`config.mk`:
```
export PLATFORM = sky130hd
export DESIGN_NAME = nec_command_decoder
export DESIGN_NICKNAME = d
export VERILOG_FILES = /design/src/rtl/nec_pkg.sv /design/src/rtl/nec_cmd_fifo.sv /design/src/rtl/nec_command_decoder.sv
export SDC_FILE = /design/constraint.sdc
export NUM_CORES = 1
export LEC_CHECK = 0
export CAP_MARGIN = 10
export CORE_AREA = 2 2 145 147
export CTS_BUF_LIST = sky130_fd_sc_hd__clkbuf_4 sky130_fd_sc_hd__clkbuf_8 sky130_fd_sc_hd__clkbuf_16
export CTS_CLUSTER_SIZE = 12
export DETAILED_ROUTE_END_ITERATION = 16
export DIE_AREA = 0 0 147 149
export GPL_TIMING_DRIVEN = 1
export PLACE_DENSITY = 0.84
export SLEW_MARGIN = 30
export SYNTH_ARGS = -nofsm -noshare
export SYNTH_HDL_FRONTEND = slang
export SYNTH_HIERARCHICAL = 1
export SYNTH_SLANG_ARGS = --single-unit
export TNS_END_PERCENT = 20
```
`constraint.sdc`:
```
create_clock -name clkIN -period 6.4 [get_ports clkIN]
set_clock_uncertainty 0.2 [all_clocks]
set_input_delay 1.28 -clock clkIN [delete_from_list [all_inputs] [get_ports clkIN]]
set_output_delay 1.28 -clock clkIN [all_outputs]
set_load 0.01 [all_outputs]
```
`src/rtl/nec_pkg.sv`:
```
// Shared types for the NEC command decoder: frame width, queued entry layout,
// decode-stage state encoding and LSB-first byte reversal.
package nec_pkg;

  localparam int NEC_FRAME_BITS = 32;

  typedef struct packed {
    logic        is_repeat;
    logic        extended;
    logic [15:0] address;
    logic [7:0]  command;
  } nec_entry_t;

  typedef enum logic {
    DEC_IDLE   = 1'b0,
    DEC_DECODE = 1'b1
  } dec_state_t;

  function automatic logic [7:0] bit_reverse8(input logic [7:0] b);
    logic [7:0] r;
    for (int i = 0; i < 8; i++) r[i] = b[7-i];
    return r;
  endfunction

endpackage

```
`src/rtl/nec_cmd_fifo.sv`:
```
// Generic FIFO with a registered head: a write lands at the edge, head is visible the next cycle.
// A push while full is dropped unless a pop happens in the same cycle.
module nec_cmd_fifo #(
  parameter int WIDTH = 26,
  parameter int DEPTH = 4
) (
  input  logic             clk,
  input  logic             rst_n,
  input  logic             wr_vld,
  input  logic [WIDTH-1:0] wr_dat,
  input  logic             rd_rdy,
  output logic             rd_vld,
  output logic [WIDTH-1:0] rd_dat,
  output logic             full,
  output logic             empty
);

  localparam int AW = $clog2(DEPTH);

  logic [WIDTH-1:0] mem [DEPTH];
  logic [AW-1:0]    wr_ptr;
  logic [AW-1:0]    rd_ptr;
  logic [AW-1:0]    rd_ptr_next;
  logic [AW:0]      count;
  logic             push;
  logic             pop;
  logic [WIDTH-1:0] head_next;

  assign empty       = (count == '0);
  assign full        = (count == (AW+1)'(DEPTH));
  assign rd_vld      = !empty;
  assign pop         = rd_vld && rd_rdy;
  assign push        = wr_vld && (!full || pop);
  assign rd_ptr_next = pop ? rd_ptr + AW'(1) : rd_ptr;
  // A write landing in the next head slot bypasses the array so the head register is never stale.
  assign head_next   = (push && (wr_ptr == rd_ptr_next)) ? wr_dat : mem[rd_ptr_next];

  always_ff @(posedge clk) begin
    if (push) mem[wr_ptr] <= wr_dat;
  end

  always_ff @(posedge clk or negedge rst_n) begin
    if (!rst_n) begin
      wr_ptr <= '0;
      rd_ptr <= '0;
      count  <= '0;
      rd_dat <= '0;
    end else begin
      if (push) wr_ptr <= wr_ptr + AW'(1);
      rd_ptr <= rd_ptr_next;
      if (push || pop) rd_dat <= head_next;
      if (push && !pop)      count <= count + (AW+1)'(1);
      else if (pop && !push) count <= count - (AW+1)'(1);
    end
  end

endmodule

```
`src/rtl/nec_command_decoder.sv`:
```
// Decodes raw NEC frames, tags held-key repeats and queues commands; strobe at N -> head valid at N+2.
// readyIN pops the head; a full queue drops frames into overflowOUT. NEC_ADDRESS_FILTER_EN enables address filtering.
module nec_command_decoder
  import nec_pkg::*;
#(
  parameter int          CLOCK_SPEED    = 50_000,
  parameter int          HOLD_WINDOW_MS = 120,
  parameter int          FIFO_DEPTH     = 4,
  parameter logic [15:0] ADDRESS_MATCH  = 16'h0000
) (
  input  logic                      clkIN,
  input  logic                      nResetIN,
  input  logic                      dataReceivedIN,
  input  logic [NEC_FRAME_BITS-1:0] dataIN,
  input  logic                      clearIN,
  input  logic                      readyIN,
  output logic                      validOUT,
  output logic [7:0]                commandOUT,
  output logic [15:0]               addressOUT,
  output logic                      extendedOUT,
  output logic                      repeatOUT,
  output logic                      overflowOUT,
  output logic [7:0]                errorCountOUT
);

  localparam int PW = (CLOCK_SPEED > 1) ? $clog2(CLOCK_SPEED) : 1;
  localparam int HW = $clog2(HOLD_WINDOW_MS + 1);

  logic [7:0]    b0, b1, b2, b3;
  dec_state_t    dec_state, dec_state_next;
  logic          dec_fire;
  logic          dec_ok, dec_ext;
  logic [15:0]   dec_addr;
  logic [7:0]    dec_cmd;
  logic          addr_pass, accept, err_evt, ovf_evt, pop;
  logic          hold_active, is_rpt;
  logic [PW-1:0] presc;
  logic [HW-1:0] hold_cnt;
  logic [24:0]   key, last_key;
  nec_entry_t    wr_entry, head;
  logic          fifo_full, fifo_empty;

  assign b0 = bit_reverse8(dataIN[31:24]);
  assign b1 = bit_reverse8(dataIN[23:16]);
  assign b2 = bit_reverse8(dataIN[15:8]);
  assign b3 = bit_reverse8(dataIN[7:0]);

  always_ff @(posedge clkIN or negedge nResetIN) begin
    if (!nResetIN) dec_state <= DEC_IDLE;
    else           dec_state <= dec_state_next;
  end

  always_comb begin
    dec_state_next = dec_state;
    dec_fire       = 1'b0;
    case (dec_state)
      DEC_IDLE:   if (dataReceivedIN) dec_state_next = DEC_DECODE;
      DEC_DECODE: begin
        dec_fire       = 1'b1;
        dec_state_next = dataReceivedIN ? DEC_DECODE : DEC_IDLE;
      end
      default:    dec_state_next = DEC_IDLE;
    endcase
  end

  always_ff @(posedge clkIN or negedge nResetIN) begin
    if (!nResetIN) begin
      dec_ok   <= 1'b0;
      dec_ext  <= 1'b0;
      dec_addr <= '0;
      dec_cmd  <= '0;
    end else if (dataReceivedIN) begin
      dec_ok   <= (b3 == ~b2);
      dec_ext  <= (b1 != ~b0);
      dec_addr <= (b1 == ~b0) ? {8'h00, b0} : {b1, b0};
      dec_cmd  <= b2;
    end
  end

`ifdef NEC_ADDRESS_FILTER_EN
  assign addr_pass = (dec_addr == ADDRESS_MATCH);
`else
  // Every address passes; the OR keeps ADDRESS_MATCH referenced in this build.
  assign addr_pass = 1'b1 | (dec_addr == ADDRESS_MATCH);
`endif

  assign accept      = dec_fire && dec_ok && addr_pass;
  assign err_evt     = dec_fire && !dec_ok;
  assign key         = {dec_ext, dec_addr, dec_cmd};
  assign hold_active = (hold_cnt != '0);
  assign is_rpt      = hold_active && (key == last_key);
  assign wr_entry    = '{is_repeat: is_rpt, extended: dec_ext, address: dec_addr, command: dec_cmd};
  assign pop         = !fifo_empty && readyIN;
  assign ovf_evt     = accept && fifo_full && !pop;

  nec_cmd_fifo #(
    .WIDTH ($bits(nec_entry_t)),
    .DEPTH (FIFO_DEPTH)
  ) u_fifo (
    .clk    (clkIN),
    .rst_n  (nResetIN),
    .wr_vld (accept),
    .wr_dat (wr_entry),
    .rd_rdy (readyIN),
    .rd_vld (validOUT),
    .rd_dat (head),
    .full   (fifo_full),
    .empty  (fifo_empty)
  );

  assign commandOUT  = head.command;
  assign addressOUT  = head.address;
  assign extendedOUT = head.extended;
  assign repeatOUT   = head.is_repeat;

  // Accepted frames restart the hold window even when the queue drops them.
  always_ff @(posedge clkIN or negedge nResetIN) begin
    if (!nResetIN) begin
      presc    <= '0;
      hold_cnt <= '0;
      last_key <= '0;
    end else if (accept) begin
      presc    <= '0;
      hold_cnt <= HW'(HOLD_WINDOW_MS);
      last_key <= key;
    end else if (presc == PW'(CLOCK_SPEED - 1)) begin
      presc <= '0;
      if (hold_active) hold_cnt <= hold_cnt - HW'(1);
    end else begin
      presc <= presc + PW'(1);
    end
  end

  always_ff @(posedge clkIN or negedge nResetIN) begin
    if (!nResetIN) begin
      errorCountOUT <= '0;
      overflowOUT   <= 1'b0;
    end else begin
      if (err_evt)      errorCountOUT <= clearIN ? 8'd1 :
                                         (errorCountOUT == 8'hFF) ? 8'hFF : errorCountOUT + 8'd1;
      else if (clearIN) errorCountOUT <= '0;
      if (ovf_evt)      overflowOUT <= 1'b1;
      else if (clearIN) overflowOUT <= 1'b0;
    end
  end

endmodule
```
* Word level (Yosys, flattened, before mapping)
Memory sizes are Yosys's and may differ from the RTL's. A register that Yosys moved wholly into a read port is not among the register bits.
Index checks and enable logic that the tools add are counted.
** Word-level totals
- Bits of input ports :: 37
- RAM bits :: 104
- Register bits after elaboration :: 91
- Memories kept :: 1
- Word-level logic and storage cells :: 74
- Output and inout port bits :: 36
** Operators by class
- Reduce and logical (&&, ||, !) cells :: 25
- Equality and inequality tests :: 7
- Add/subtract/negate cells :: 7
- Bitwise logic cells :: 2
- Multiplexer cells :: 19
** Memory list
- u_fifo.mem :: depth 4, width 26, rd ports 1, clocked after Yosys merged registers in 1, write ports 1, line nec_cmd_fifo.sv:20 : logic [WIDTH-1:0] mem [DEPTH];
** Operators with widths (number)
- 2-to-1 mux 16 bit :: 3
- 2-to-1 mux 8 bit :: 4
- equality test 25 bit :: 1
- 2-to-1 mux 7 bit :: 3
- adder 16 x 1 -> 16 bit (second input constant) :: 1
- equality test 16 bit (second input constant) :: 1
- equality test 8 bit :: 2
- inverter 8 bit :: 2
- nonzero test 2 bit :: 5
- logical AND 1 bit :: 9
- adder 8 x 1 -> 8 bit (second input constant) :: 1
- equality test 8 bit (second input constant) :: 1
- inequality test 8 bit :: 1
- nonzero test 7 bit :: 1
- subtractor 7 x 1 -> 7 bit (second input constant) :: 1
- logical NOT 1 bit :: 6
- 2-to-1 mux 1 bit :: 6
- 2-to-1 mux 3 bit :: 2
- adder 2 x 1 -> 2 bit (second input constant) :: 2
- adder 3 x 1 -> 3 bit (second input constant) :: 1
- equality test 3 bit (second input constant) :: 1
- logical NOT 3 bit :: 1
- subtractor 3 x 1 -> 3 bit (second input constant) :: 1
- logical OR 1 bit :: 2
- 2 further kinds :: 2

* Longest topological paths before layout
- Depth in word-level cells :: 9
- Depth in mapped cells :: 12

* By module
The synthesis kept the hierarchy.
** Modules (own cells, without submodules)
- nec_cmd_fifo :: area each 6946.7 µm², cells each 439, seq. area each 3948.8 µm², instances 1
- nec_command_decoder :: area each 4086.4 µm², cells each 407, seq. area each 2102.0 µm², instances 1

* Worst setup path after synthesis
No wires, ideal clock.
- Kind :: input to register
- From :: in readyIN
- To :: reg u_fifo.rd_dat[25] (read register of u_fifo.mem)
- Cell stages on the path :: 10
- Setup time :: 73 ps
- Arrival time :: 2850 ps
- Path slack :: 3277 ps
- Cell sequence :: o31a_1 buf_6 inv_12 buf_12 ha_1 clkbuf_1 clkbuf_1 nor2_1 a41o_1 a21oi_2
** On the way
- Word-level cells in the longest chain between the ends :: 4
- Elaborated cells on any way between the ends :: 5
- Classes of those cells :: mux: 1; reduce/logical: 4
** RTL lines
- start, declared :: line nec_command_decoder.sv:16 : input logic readyIN,
- logical AND 1 bit (*) :: line nec_cmd_fifo.sv:32 : assign pop = rd_vld && rd_rdy;
- logical OR 1 bit :: line nec_cmd_fifo.sv:33 : assign push = wr_vld && (!full || pop);
- logical AND 1 bit :: line nec_cmd_fifo.sv:33
- logical OR 1 bit :: line nec_cmd_fifo.sv:51 : if (push || pop) rd_dat <= head_next;
- end, declared :: line nec_cmd_fifo.sv:13 : output logic [WIDTH-1:0] rd_dat,
Mark *: on every way between the ends. The rest lies on a longest branch, timed or not.
A chain may end at the register's enable or synchronous reset.

* Final worst setup path
- From :: in readyIN
- To :: reg u_fifo.rd_dat[0] (read register of u_fifo.mem)
Same word-level chain as after synthesis.

==> flow_summary.rst <==
.. list-table::
   :header-rows: 1

   * - Metric
     - Value
   * - Largest net degree at the start of global routing
     - 82
   * - Power per unit of standard cell area
     - 368 nW/µm²
   * - Growth of design area from synthesis to finish
     - 14.4%
   * - Worst EP required
     - 6.59 ns
   * - Worst-margin pin slew
     - 0.881 ns
   * - Class of the tightest hold or removal check
     - reg2reg
   * - DRC marker count from the first detailed-route iteration
     - 709
   * - Share of synthesized flip-flops with an asynchronous set or reset
     - 52.9%
   * - CTS tree
     - built
   * - Number of stages on the worst hold path
     - 1
   * - Leftover overflow at the end of global routing
     - 0
   * - Critical path class
     - in2reg
   * - Yosys warning count
     - 6
   * - Post-synthesis cell area
     - 11,000 µm²
   * - PostCTS Resize Cnt
     - 0
   * - Die Y
     - 149 µm
   * - Aggregate global-route resource usage
     - 21.6%
   * - Setup Total Neg Slack
     - 0 ns
   * - Maximum fanout encountered on the critical timing path
     - 81
   * - Number of flops mapped to enable cells by yosys
     - 104
   * - CP Depth
     - 8
   * - Final period demand of the worst path
     - 4.11 ns
   * - Post-Synthesis Net Count
     - 894
   * - LEAKAGE
     - 5.26 nW
   * - Number of standard-cell rows in the floorplan
     - 53
   * - Slowest cell on the critical path
     - sky130_fd_sc_hd__o31a_2
   * - Clock Root Buffer
     - sky130_fd_sc_hd__clkbuf_16
   * - First-pass DRT Iterations
     - 5
   * - Vias per Instance
     - 5.82
   * - Port Buffers
     - 72
   * - Clock Path Buffers
     - 3
   * - Worst setup SP type
     - primary input
   * - Commonest cells after routing, fill and taps aside
     - sky130_fd_sc_hd__dfrtp_1 (116), sky130_fd_sc_hd__mux2i_1 (106), sky130_fd_sc_hd__edfxtp_1 (104)
   * - Core ar.
     - 20,600 µm²
   * - Number of sinks handled by clock tree synthesis
     - 221
   * - Leading cell type in the layout, fill and taps excluded
     - sky130_fd_sc_hd__dfrtp_1
   * - Tcrit/Tclk final
     - 64.2%
   * - Result of the run
     - finished, final reports clean
   * - Average wire per standard cell
     - 19.3 µm
   * - Most common flop cell mapped by yosys
     - sky130_fd_sc_hd__dfrtp_1
   * - Register bit total from synthesis
     - 221
   * - WP buf/inv
     - 4
   * - Hold violation total from the final report
     - 0
   * - Hold-fix buffers at CTS
     - 0
   * - Post-synthesis area per instance
     - 13.0 µm²
   * - Max-slew violations
     - 0
   * - Total die area
     - 21,900 µm²
   * - Number of antenna violations at the first check in global routing
     - 0
   * - Number of buffers added for setup after CTS
     - 0
   * - RSZ-0062 raised after global routing
     - no
   * - Horizontal extent of the die
     - 147 µm
   * - Detailed-placement wirelength estimate
     - 14,700 µm
   * - Residual antenna-violating net count after detailed routing
     - 0
   * - Peak ir drop on the vdd network
     - 0.000218 V
   * - Routability cong.
     - 0.811
   * - Delay contributed by the slowest stage of the critical path
     - 0.63 ns
   * - Share of cells above drive strength 1
     - 15.4%
   * - Worst slew margin relative to its limit
     - 41.2%
   * - Cell type group with the largest total delay on the critical path
     - buffers and inverters
   * - Nets@finish
     - 957
   * - Clk_lat worst skew
     - 0.51 ns
   * - DRC
     - 0
   * - Max Cap Viol
     - 0
   * - Crit path capture type
     - register
   * - Number of instances in the synthesized netlist
     - 846
   * - TritonCTS buffer count
     - 24
   * - # setup viols final
     - 0
   * - List of cells traversed by the critical path
     - clkdlybuf4s50_1, o31a_2, inv_12, ha_1, buf_4, a31oi_4, buf_8, a21oi_2
   * - Distinct cell type count of the synthesized netlist
     - 59
   * - Reg2reg path depth
     - 10
   * - Clock-pin slew reported for the worst setup and hold paths after clock tree synthesis
     - 0.06 ns
   * - Peak Freq
     - 243 MHz
   * - Number of global-route vias before repair
     - 6,953
   * - Number of diodes added for antenna fixing
     - 0
   * - First-pass GRT wire length
     - 37,400 µm
   * - Total number of vias
     - 6,991
   * - End-of-flow core utilization
     - 61.4%
   * - Sequential fraction of the synthesis area
     - 54.8%
   * - Total wire length after detailed routing
     - 23,100 µm
   * - Effective utilization at floorplan
     - 53.7%
   * - Endpoint arrival time on the critical path
     - 4.30 ns
   * - Number of top-level pins
     - 73
   * - Maximum level of the CTS H-tree
     - 1
sequential cells by signal, indices dropped and copies added (netlist names), 3 cells and up:
name and cells:
dec_addr 16, dec_cmd 8, errorCountOUT 8, hold_cnt 7, last_key 25, presc 16, u_fifo/count 3, u_fifo/mem 104
u_fifo/rd_dat 26
path summary, 6_finish.rpt:
kind / from / endpoint / slack (ns)
hold reg to reg: presc[0] / presc[0] / 0.29
min in group asynchronous: nResetIN / dec_cmd[1] / 0.62
hold / removal: presc[0] / presc[0] / 0.29
setup reg to reg: dec_ok / u_fifo/count[2] / 2.99
max in group asynchronous: nResetIN / u_fifo/rd_ptr[0] / 4.00
setup / recovery: readyIN / u_fifo/rd_dat[0] / 2.29
routing by layer:
metal / vias to the layer above / global-route usage [%] / part of all wire, %
met3: 37 / 3.12 / 6.0
li1: 3236 / - / -
met2: 210 / 36.5 / 49
met1: 3508 / 30.0 / 43
met4: 0 / 4.71 / 1.8
met5: - / 0 / 0
logic make-up (layout without fill, tap and decap cells):
logic type | Yosys count | in the layout | synth area share [%]
buffers and inverters | 76 | 156 | 4.38
XOR/XNOR | 61 | 61 | 5.09
flip-flops | 221 | 221 | 54.8
multiplexers | 149 | 149 | 16.7
adder cells (fa/ha/maj) | 11 | 11 | 1.32
AND/OR/NAND/NOR | 224 | 224 | 10.2
AO/OA/AOI/OAI | 104 | 104 | 7.53
report_power, final:
part	internal, mW	switching [mW]
combinational	0.710	0.736
clock	0.802	0.532
sequential	1.67	0.189
total	3.19	1.46
area by class of cell:
type / count / area (µm²)
Clock buffer: 39 / 749
Clock inverter: 4 / 26.3
Fill cell: 1609 / 7940
Inverter: 29 / 121
Multi-Input combinational cell: 549 / 4510
Sequential cell: 221 / 6050
Tap cell: 275 / 344
Timing Repair Buffer: 84 / 816
synthesized netlist by cell type (2+ instances only):
library cell	instances	share of area, %
sky130_fd_sc_hd__buf_1	4	0.14
sky130_fd_sc_hd__nand3_1	9	0.41
sky130_fd_sc_hd__a31oi_1	5	0.28
sky130_fd_sc_hd__dfrtp_1	117	27
sky130_fd_sc_hd__or2_2	2	0.11
sky130_fd_sc_hd__buf_2	2	0.091
sky130_fd_sc_hd__clkbuf_1	24	0.82
sky130_fd_sc_hd__xor2_1	25	2.0
sky130_fd_sc_hd__buf_12	8	1.5
sky130_fd_sc_hd__edfxtp_1	104	28
sky130_fd_sc_hd__o31a_1	2	0.16
sky130_fd_sc_hd__o22ai_1	9	0.51
sky130_fd_sc_hd__and3_1	4	0.23
sky130_fd_sc_hd__or3_1	2	0.11
sky130_fd_sc_hd__o21ai_0	15	0.68
sky130_fd_sc_hd__a21oi_1	7	0.32
sky130_fd_sc_hd__xnor3_1	2	0.41
sky130_fd_sc_hd__xnor2_1	34	2.7
sky130_fd_sc_hd__ha_1	10	1.1
sky130_fd_sc_hd__or4_1	2	0.14
sky130_fd_sc_hd__and4_2	3	0.27
sky130_fd_sc_hd__o21bai_1	2	0.14
sky130_fd_sc_hd__or4bb_1	2	0.20
sky130_fd_sc_hd__nor2b_1	28	1.6
sky130_fd_sc_hd__and2_1	4	0.23
sky130_fd_sc_hd__nor4_1	13	0.74
sky130_fd_sc_hd__a41o_1	25	2.3
sky130_fd_sc_hd__a41oi_1	3	0.24
sky130_fd_sc_hd__mux2i_1	106	9.6
sky130_fd_sc_hd__nand2b_1	4	0.23
sky130_fd_sc_hd__nand4_1	10	0.57
sky130_fd_sc_hd__mux4_2	26	5.3
sky130_fd_sc_hd__buf_4	4	0.27
sky130_fd_sc_hd__inv_1	27	0.92
sky130_fd_sc_hd__nor2_1	46	1.6
sky130_fd_sc_hd__a21oi_2	26	2.1
sky130_fd_sc_hd__nor3_1	11	0.50
sky130_fd_sc_hd__nand2_1	77	2.6
sky130_fd_sc_hd__o21ai_1	2	0.091
sky130_fd_sc_hd__mux2_2	17	1.7
sky130_fd_sc_hd__buf_6	5	0.51
through the flow:
| stage | instance area [µm²] | instances | hold slack, ns | power, mW | setup WS, ns |
|---|---|---|---|---|---|
| finish | 12600 | 1201 | 0.287 | 4.64 | 2.29 |
| global route | 12600 | 1201 | 0.300 | 4.87 | 2.11 |
| CTS | 12600 | 1201 | 0.285 | 4.68 | 2.26 |
| detailed placement | 11800 | 1158 | 0.277 | 3.34 | 1.74 |
| global placement | 11800 | 1157 | 0.268 | 3.27 | 1.53 |
| floorplan | 11000 | 846 | 0.243 | 2.92 | 3.28 |
Power figures use the tool's default switching activity.
